[src/rtl/ysyx_24100029_ifu.sv]
// rtl/ysyx_24100029_ifu.sv - instruction fetch unit: PC, single-beat icache reads, decode handshake (optional perf counters: YSYX_24100029_IFU_PERF_EN)
module ysyx_24100029_ifu #(
    parameter logic [31:0] RESET_PC = 32'h3000_0000
) (
    input  logic        clock,
    input  logic        reset,
    input  logic        redirect_valid,
    input  logic [31:0] redirect_pc,
    output logic        ifu_arvalid,
    input  logic        ifu_arready,
    output logic [31:0] ifu_araddr,
    output logic [3:0]  ifu_arid,
    output logic [7:0]  ifu_arlen,
    output logic [2:0]  ifu_arsize,
    output logic [1:0]  ifu_arburst,
    input  logic        ifu_rvalid,
    output logic        ifu_rready,
    input  logic [31:0] ifu_rdata,
    input  logic [1:0]  ifu_rresp,
    input  logic        ifu_rlast,
    input  logic [3:0]  ifu_rid,
    output logic        ifu_awvalid,
    output logic [31:0] ifu_awaddr,
    output logic        ifu_wvalid,
    output logic [31:0] ifu_wdata,
    output logic        ifu_bready,
    output logic        out_valid,
    input  logic        out_ready,
    output logic [31:0] out_inst,
    output logic [31:0] out_pc,
    output logic        out_fault
`ifdef YSYX_24100029_IFU_PERF_EN
    ,
    output logic [31:0] perf_fetch_cnt,
    output logic [31:0] perf_stall_cnt
`endif
);

    typedef enum logic [2:0] {S_IDLE, S_AR, S_R, S_OUT, S_DROP} state_e;

    state_e      state_q, state_d;
    logic [31:0] pc_q, pc_d;
    logic [31:0] pend_pc_q, pend_pc_d;
    logic        pend_q, pend_d;
    logic [31:0] inst_q, inst_d;
    logic [31:0] opc_q, opc_d;
    logic        fault_q, fault_d;
    logic [31:0] redir_target;
    logic        redir_any;
    logic        unused_inputs;

    // Fetch is read-only; the write channels are parked and rlast/rid carry no information here.
    assign ifu_arid      = 4'd0;
    assign ifu_arlen     = 8'd0;
    assign ifu_arsize    = 3'b010;
    assign ifu_arburst   = 2'b00;
    assign ifu_awvalid   = 1'b0;
    assign ifu_awaddr    = 32'd0;
    assign ifu_wvalid    = 1'b0;
    assign ifu_wdata     = 32'd0;
    assign ifu_bready    = 1'b0;
    assign unused_inputs = ^{ifu_rlast, ifu_rid};

    // Handshake outputs decode only the registered state, never an input.
    assign ifu_arvalid = (state_q == S_AR);
    assign ifu_rready  = (state_q == S_R) || (state_q == S_DROP);
    assign out_valid   = (state_q == S_OUT);
    assign ifu_araddr  = pc_q;
    assign out_inst    = inst_q;
    assign out_pc      = opc_q;
    assign out_fault   = fault_q;

    // A live redirect always wins over one remembered from earlier.
    assign redir_any    = redirect_valid || pend_q;
    assign redir_target = redirect_valid ? redirect_pc : pend_pc_q;

    // State register and fetch bookkeeping.
    always_ff @(posedge clock or posedge reset) begin
        if (reset) begin
            state_q   <= S_IDLE;
            pc_q      <= RESET_PC;
            pend_pc_q <= 32'd0;
            pend_q    <= 1'b0;
            inst_q    <= 32'd0;
            opc_q     <= 32'd0;
            fault_q   <= 1'b0;
        end else begin
            state_q   <= state_d;
            pc_q      <= pc_d;
            pend_pc_q <= pend_pc_d;
            pend_q    <= pend_d;
            inst_q    <= inst_d;
            opc_q     <= opc_d;
            fault_q   <= fault_d;
        end
    end

    // Next state: an accepted AR is always followed by consuming its beat, even when redirected.
    always_comb begin
        state_d   = state_q;
        pc_d      = pc_q;
        pend_d    = pend_q;
        pend_pc_d = pend_pc_q;
        inst_d    = inst_q;
        opc_d     = opc_q;
        fault_d   = fault_q;
        case (state_q)
            S_IDLE: begin
                state_d = S_AR;
                if (redirect_valid) pc_d = redirect_pc;
            end
            S_AR: begin
                if (ifu_arready) begin
                    if (redirect_valid) begin
                        pend_d    = 1'b1;
                        pend_pc_d = redirect_pc;
                        state_d   = S_DROP;
                    end else begin
                        state_d = S_R;
                    end
                end else if (redirect_valid) begin
                    pc_d = redirect_pc;
                end
            end
            S_R: begin
                if (ifu_rvalid) begin
                    if (redir_any) begin
                        pc_d    = redir_target;
                        pend_d  = 1'b0;
                        state_d = S_AR;
                    end else begin
                        inst_d  = ifu_rdata;
                        opc_d   = pc_q;
                        fault_d = (ifu_rresp != 2'b00);
                        state_d = S_OUT;
                    end
                end else if (redir_any) begin
                    pend_d    = 1'b1;
                    pend_pc_d = redir_target;
                    state_d   = S_DROP;
                end
            end
            S_DROP: begin
                if (redirect_valid) pend_pc_d = redirect_pc;
                if (ifu_rvalid) begin
                    pc_d    = redir_target;
                    pend_d  = 1'b0;
                    state_d = S_AR;
                end
            end
            S_OUT: begin
                if (redirect_valid) begin
                    pc_d    = redirect_pc;
                    state_d = S_AR;
                end else if (out_ready) begin
                    pc_d    = pc_q + 32'd4;
                    state_d = S_AR;
                end
            end
            default: state_d = S_IDLE;
        endcase
    end

`ifdef YSYX_24100029_IFU_PERF_EN
    logic [31:0] fetch_cnt_q, stall_cnt_q;

    assign perf_fetch_cnt = fetch_cnt_q;
    assign perf_stall_cnt = stall_cnt_q;

    // Count delivered instructions and cycles spent waiting on the icache.
    always_ff @(posedge clock or posedge reset) begin
        if (reset) begin
            fetch_cnt_q <= 32'd0;
            stall_cnt_q <= 32'd0;
        end else begin
            if ((state_q == S_OUT) && out_ready && !redirect_valid)
                fetch_cnt_q <= fetch_cnt_q + 32'd1;
            if ((state_q == S_AR) || (state_q == S_R) || (state_q == S_DROP))
                stall_cnt_q <= stall_cnt_q + 32'd1;
        end
    end
`endif

endmodule

[config.mk]
export PLATFORM = sky130hd
export DESIGN_NAME = ysyx_24100029_ifu
export DESIGN_NICKNAME = d
export VERILOG_FILES = /design/src/rtl/ysyx_24100029_ifu.sv
export SDC_FILE = /design/constraint.sdc
export NUM_CORES = 1
export LEC_CHECK = 0
export CAP_MARGIN = 20
export CELL_PAD_IN_SITES_DETAIL_PLACEMENT = 0
export CELL_PAD_IN_SITES_GLOBAL_PLACEMENT = 1
export CORE_MARGIN = 2
export CORE_UTILIZATION = 38
export DETAILED_ROUTE_END_ITERATION = 10
export DONT_BUFFER_PORTS = 1
export PLACE_DENSITY = 0.68
export SYNTH_ARGS = -nofsm -noshare
export SYNTH_HDL_FRONTEND = slang
export SYNTH_SLANG_ARGS = --single-unit
[constraint.sdc]
create_clock -name clock -period 8.85 [get_ports clock]
set_clock_uncertainty 0.2 [all_clocks]
set_input_delay 1.77 -clock clock [delete_from_list [all_inputs] [get_ports clock]]
set_output_delay 1.77 -clock clock [all_outputs]
set_load 0.02 [all_outputs]
==> summary.md <==
| Metric | Value |
|---|---|
| Row cnt | `50` |
| Num CTS Buffers | `17` |
| Vias in the first global route | `5239` |
| Port bufs | `0` |
| Unrepaired setup endpoints after global routing | `false` |
| DP HPWL | `13190 um` |
| Setup Viol. Count Final | `0` |
| H-tree Lvls | `4` |
| CP Launch Type | `register` |
| Wirelength per Cell | `20.57 um` |
| Syn avg cell area | `10.61 um^2` |
| DP Cell Count | `884` |
| RR Startpoint | `state_q[1]` |
| Switching power | `1.152 mW` |
| Die H | `142.6 um` |
| Number of vias per cell | `5.689` |
| Worst Tran Pin Value | `1083 ps` |
| Synth Warn # | `0` |
| Peak supply drop | `0.1480 mV` |
| Final Hold Fails | `0` |
| Root buffer cell | `clkbuf_16` |
| Clk slew on worst S/H paths | `60 ps` |
| Post-CTS Setup Repair Bufs | `0` |
| Rel. slew slack | `0.2710` |
| HP Class | `reg2reg` |
| Internal cell power | `1.600 mW` |
| DRC | `0` |
| Setup TNS | `0 ps` |
| Latest clock arrival within the worst-skew pair | `420 ps` |
| Max-Cap Viols | `0` |
| Final core utilization | `0.4131` |
| I/O Pins | `261` |
| Total GRT Usage | `0.1855` |
| CTS tree | `done` |
| Routability cong. | `0.8149` |
| Final setup margin | `4429 ps` |
| Floorplan core area | `0.01877 mm^2` |
| N_diodes | `0` |
| Starting DRT DRC Count | `407` |
| First-pass GRT wire length | `29160 um` |
| Sw Share | `0.4187` |
| Vias | `5211` |
| Non-filler cells in the finished layout | `916` |
| DP Area | `0.007178 mm^2` |
| WHS | `303.4 ps` |
| Crit Path Class | `reg2out` |
| Net count, final | `747` |
| Die X-Extent | `142.6 um` |
| Total wire length | `18840 um` |
| Startpoint of the lowest-slack hold path | `pend_pc_q[7]` |
| DP Worst Slack | `4887 ps` |
| Post-synth EDFFs | `0` |
| Final Max Tran Viols | `0` |
| Slowest cell on crit path | `dfrtp_1` |
| GRT overflow | `0` |
| Required time of the critical path | `6880 ps` |
| Fin crit period | `4421 ps` |
| Largest net degree at the start of global routing | `81` |
| Max Freq | `226.2 MHz` |
| Async SR Flop Fraction | `1.000` |
| Final Power | `2.752 mW` |
| Post-CTS Resized | `0` |
| DR pass1 iterations | `5` |
| CP Max Fanout | `27` |
| Synth unique cells | `73` |
| Max incr delay on CP | `870 ps` |
| Leak | `3.475 nW` |
| Clock share of power | `0.251` |
| Main synth FF type | `dfrtp_1` |
| Number of antenna violations at the first check in global routing | `0` |
| Comb power frac | `0.258` |
| Longest Clk Path Bufs | `2` |
| Run status | `completed` |
| Crit. End Element | `primary output` |
| Cts hold-fix bufs | `0` |
| CP arrival | `2450 ps` |
| Power density over cell area | `355.0 mW/mm^2` |
| Share of cells above drive strength 1 | `0.2273` |
| Register share of total power | `0.491` |
| Flip-flop and latch count after synthesis | `133` |
| Post-DRT Antenna Nets | `0` |
| Final instance area | `0.007754 mm^2` |
| Clock tree sinks | `133` |
| Starting density of the core | `0.3891` |
| Ordered list of cells on the worst path | `xnor2_1 -> nor2_1 -> buf_4` |
| # fillers | `1773` |
| Synthesized cell area | `0.007302 mm^2` |
| Synth Instances | `688` |
| CP startpoint | `state_q[2]` |
| Die area | `0.02034 mm^2` |
| Layout area overhead | `6.186%` |
| Period utilization | `0.4995` |
| Seq/Total Area, Yosys | `0.4561` |
worst max-delay path, delay by kind of cell (launching register included):
family                    cells  cell delay (ps)
xor gates and xnor gates      1              410
buffers and inverters         1              260
DFF                           1              870
and+or+nand+nor               1              500
final timing paths:
path / slack [ps] / cells after the start / end
worst min-delay path: 300 / 1 / pend_pc_q[7]
min in group asynchronous: 1150 / 1 / out_inst[23]
worst max register to register: 5300 / 6 / pend_pc_q[22]
max in group asynchronous: 6090 / 2 / ifu_araddr[0]
worst min register to register: 300 / 1 / pend_pc_q[7]
worst max-delay path: 4430 / 3 / ifu_rready
final cells by class:
class                   count  area (um^2)  share of cell area
clock inverters            13        132.6             0.01711
flip-flops and latches    133         3331              0.4296
repair buffers              6        45.04            0.005809
clock buffers              19        442.9             0.05712
multi-input cells         496         3448              0.4447
inverters                  15        61.31            0.007907
well taps                 234        292.8             0.03776
registers in the layout (all words and copies together) (netlist names):
| signal | cells |
|---|---|
| out_fault | 1 |
| pend_q | 1 |
| out_inst | 32 |
| ifu_araddr | 32 |
| pend_pc_q | 32 |
| state_q | 3 |
| out_pc | 32 |
Yosys cell counts, types with 3 or more instances:
| master | number | share of area |
|---|---|---|
| a21o_1 | 4 | 0.0041 |
| a21oi_1 | 11 | 0.0075 |
| a221o_1 | 4 | 0.0055 |
| a221oi_1 | 8 | 0.0096 |
| a222oi_1 | 5 | 0.0069 |
| a22o_1 | 14 | 0.017 |
| a22oi_1 | 4 | 0.0041 |
| a31oi_1 | 15 | 0.013 |
| a32oi_1 | 3 | 0.0036 |
| and3_1 | 8 | 0.0069 |
| buf_1 | 8 | 0.0041 |
| buf_2 | 10 | 0.0069 |
| buf_4 | 85 | 0.087 |
| clkbuf_1 | 23 | 0.012 |
| dfrtp_1 | 131 | 0.45 |
| inv_1 | 13 | 0.0067 |
| mux2_2 | 98 | 0.15 |
| mux2i_1 | 3 | 0.0041 |
| nand2_1 | 33 | 0.017 |
| nand2b_1 | 5 | 0.0043 |
| nand3_1 | 15 | 0.010 |
| nand4_1 | 9 | 0.0077 |
| nor2_1 | 30 | 0.015 |
| nor2b_1 | 7 | 0.0060 |
| nor3_1 | 13 | 0.0089 |
| nor3b_1 | 3 | 0.0031 |
| nor4_1 | 10 | 0.0086 |
| o21ai_0 | 43 | 0.029 |
| o2bb2ai_1 | 3 | 0.0036 |
| o31ai_1 | 3 | 0.0031 |
| o32a_1 | 4 | 0.0055 |
| o41ai_1 | 3 | 0.0036 |
| or2_2 | 3 | 0.0026 |
power groups by stage:
stage / logic, mW / registers [mW] / clock network (mW)
3_3_place_gp: 0.684 / 1.36 / 0
4_1_cts: 0.713 / 1.36 / 0.707
2_1_floorplan: 0.667 / 1.21 / 0
3_5_place_dp: 0.711 / 1.37 / 0
6_report: 0.709 / 1.35 / 0.691
5_1_grt: 0.790 / 1.40 / 0.738
cells in the final DEF, fill, tap and decap left out, types with 4 or more instances in the layout:
master      count
a21o_1          4
a21oi_1        11
a221o_1         4
a221oi_1        8
a222oi_1        5
a22o_1         14
a22oi_1         4
a31oi_1        15
and3_1          8
buf_4           6
clkbuf_16      17
clkinv_2        5
clkinvlp_4      4
conb_1         84
dfrtp_1       131
inv_1          12
mux2_2         98
nand2_1        33
nand2b_1        5
nand3_1        15
nand4_1         9
nor2_1         30
nor2b_1         7
nor3_1         12
nor4_1         10
o21ai_0        43
o32a_1          4
cell families after synthesis:
kind of cell,Yosys count,share of synthesized area
compound gates,153,0.1493
xor+xnor,4,0.004799
buf+inv,141,0.1179
fa+ha+maj,1,0.001713
flops,133,0.4561
simple gates,153,0.1139
mux,101,0.1552
other cells,2,0.001028
routing by layer:
layer | routed length (um) | up-vias | global-route usage | part of all wire
li1 | - | 2339 | - | -
met1 | 7556 | 2602 | 0.2238 | 0.40
met2 | 9391 | 250 | 0.3087 | 0.50
met3 | 1635 | 20 | 0.06103 | 0.087
met4 | 256 | 0 | 0.06931 | 0.014
met5 | 0 | - | 0 | 0
No activity file was read; power rests on OpenSTA's default activity.
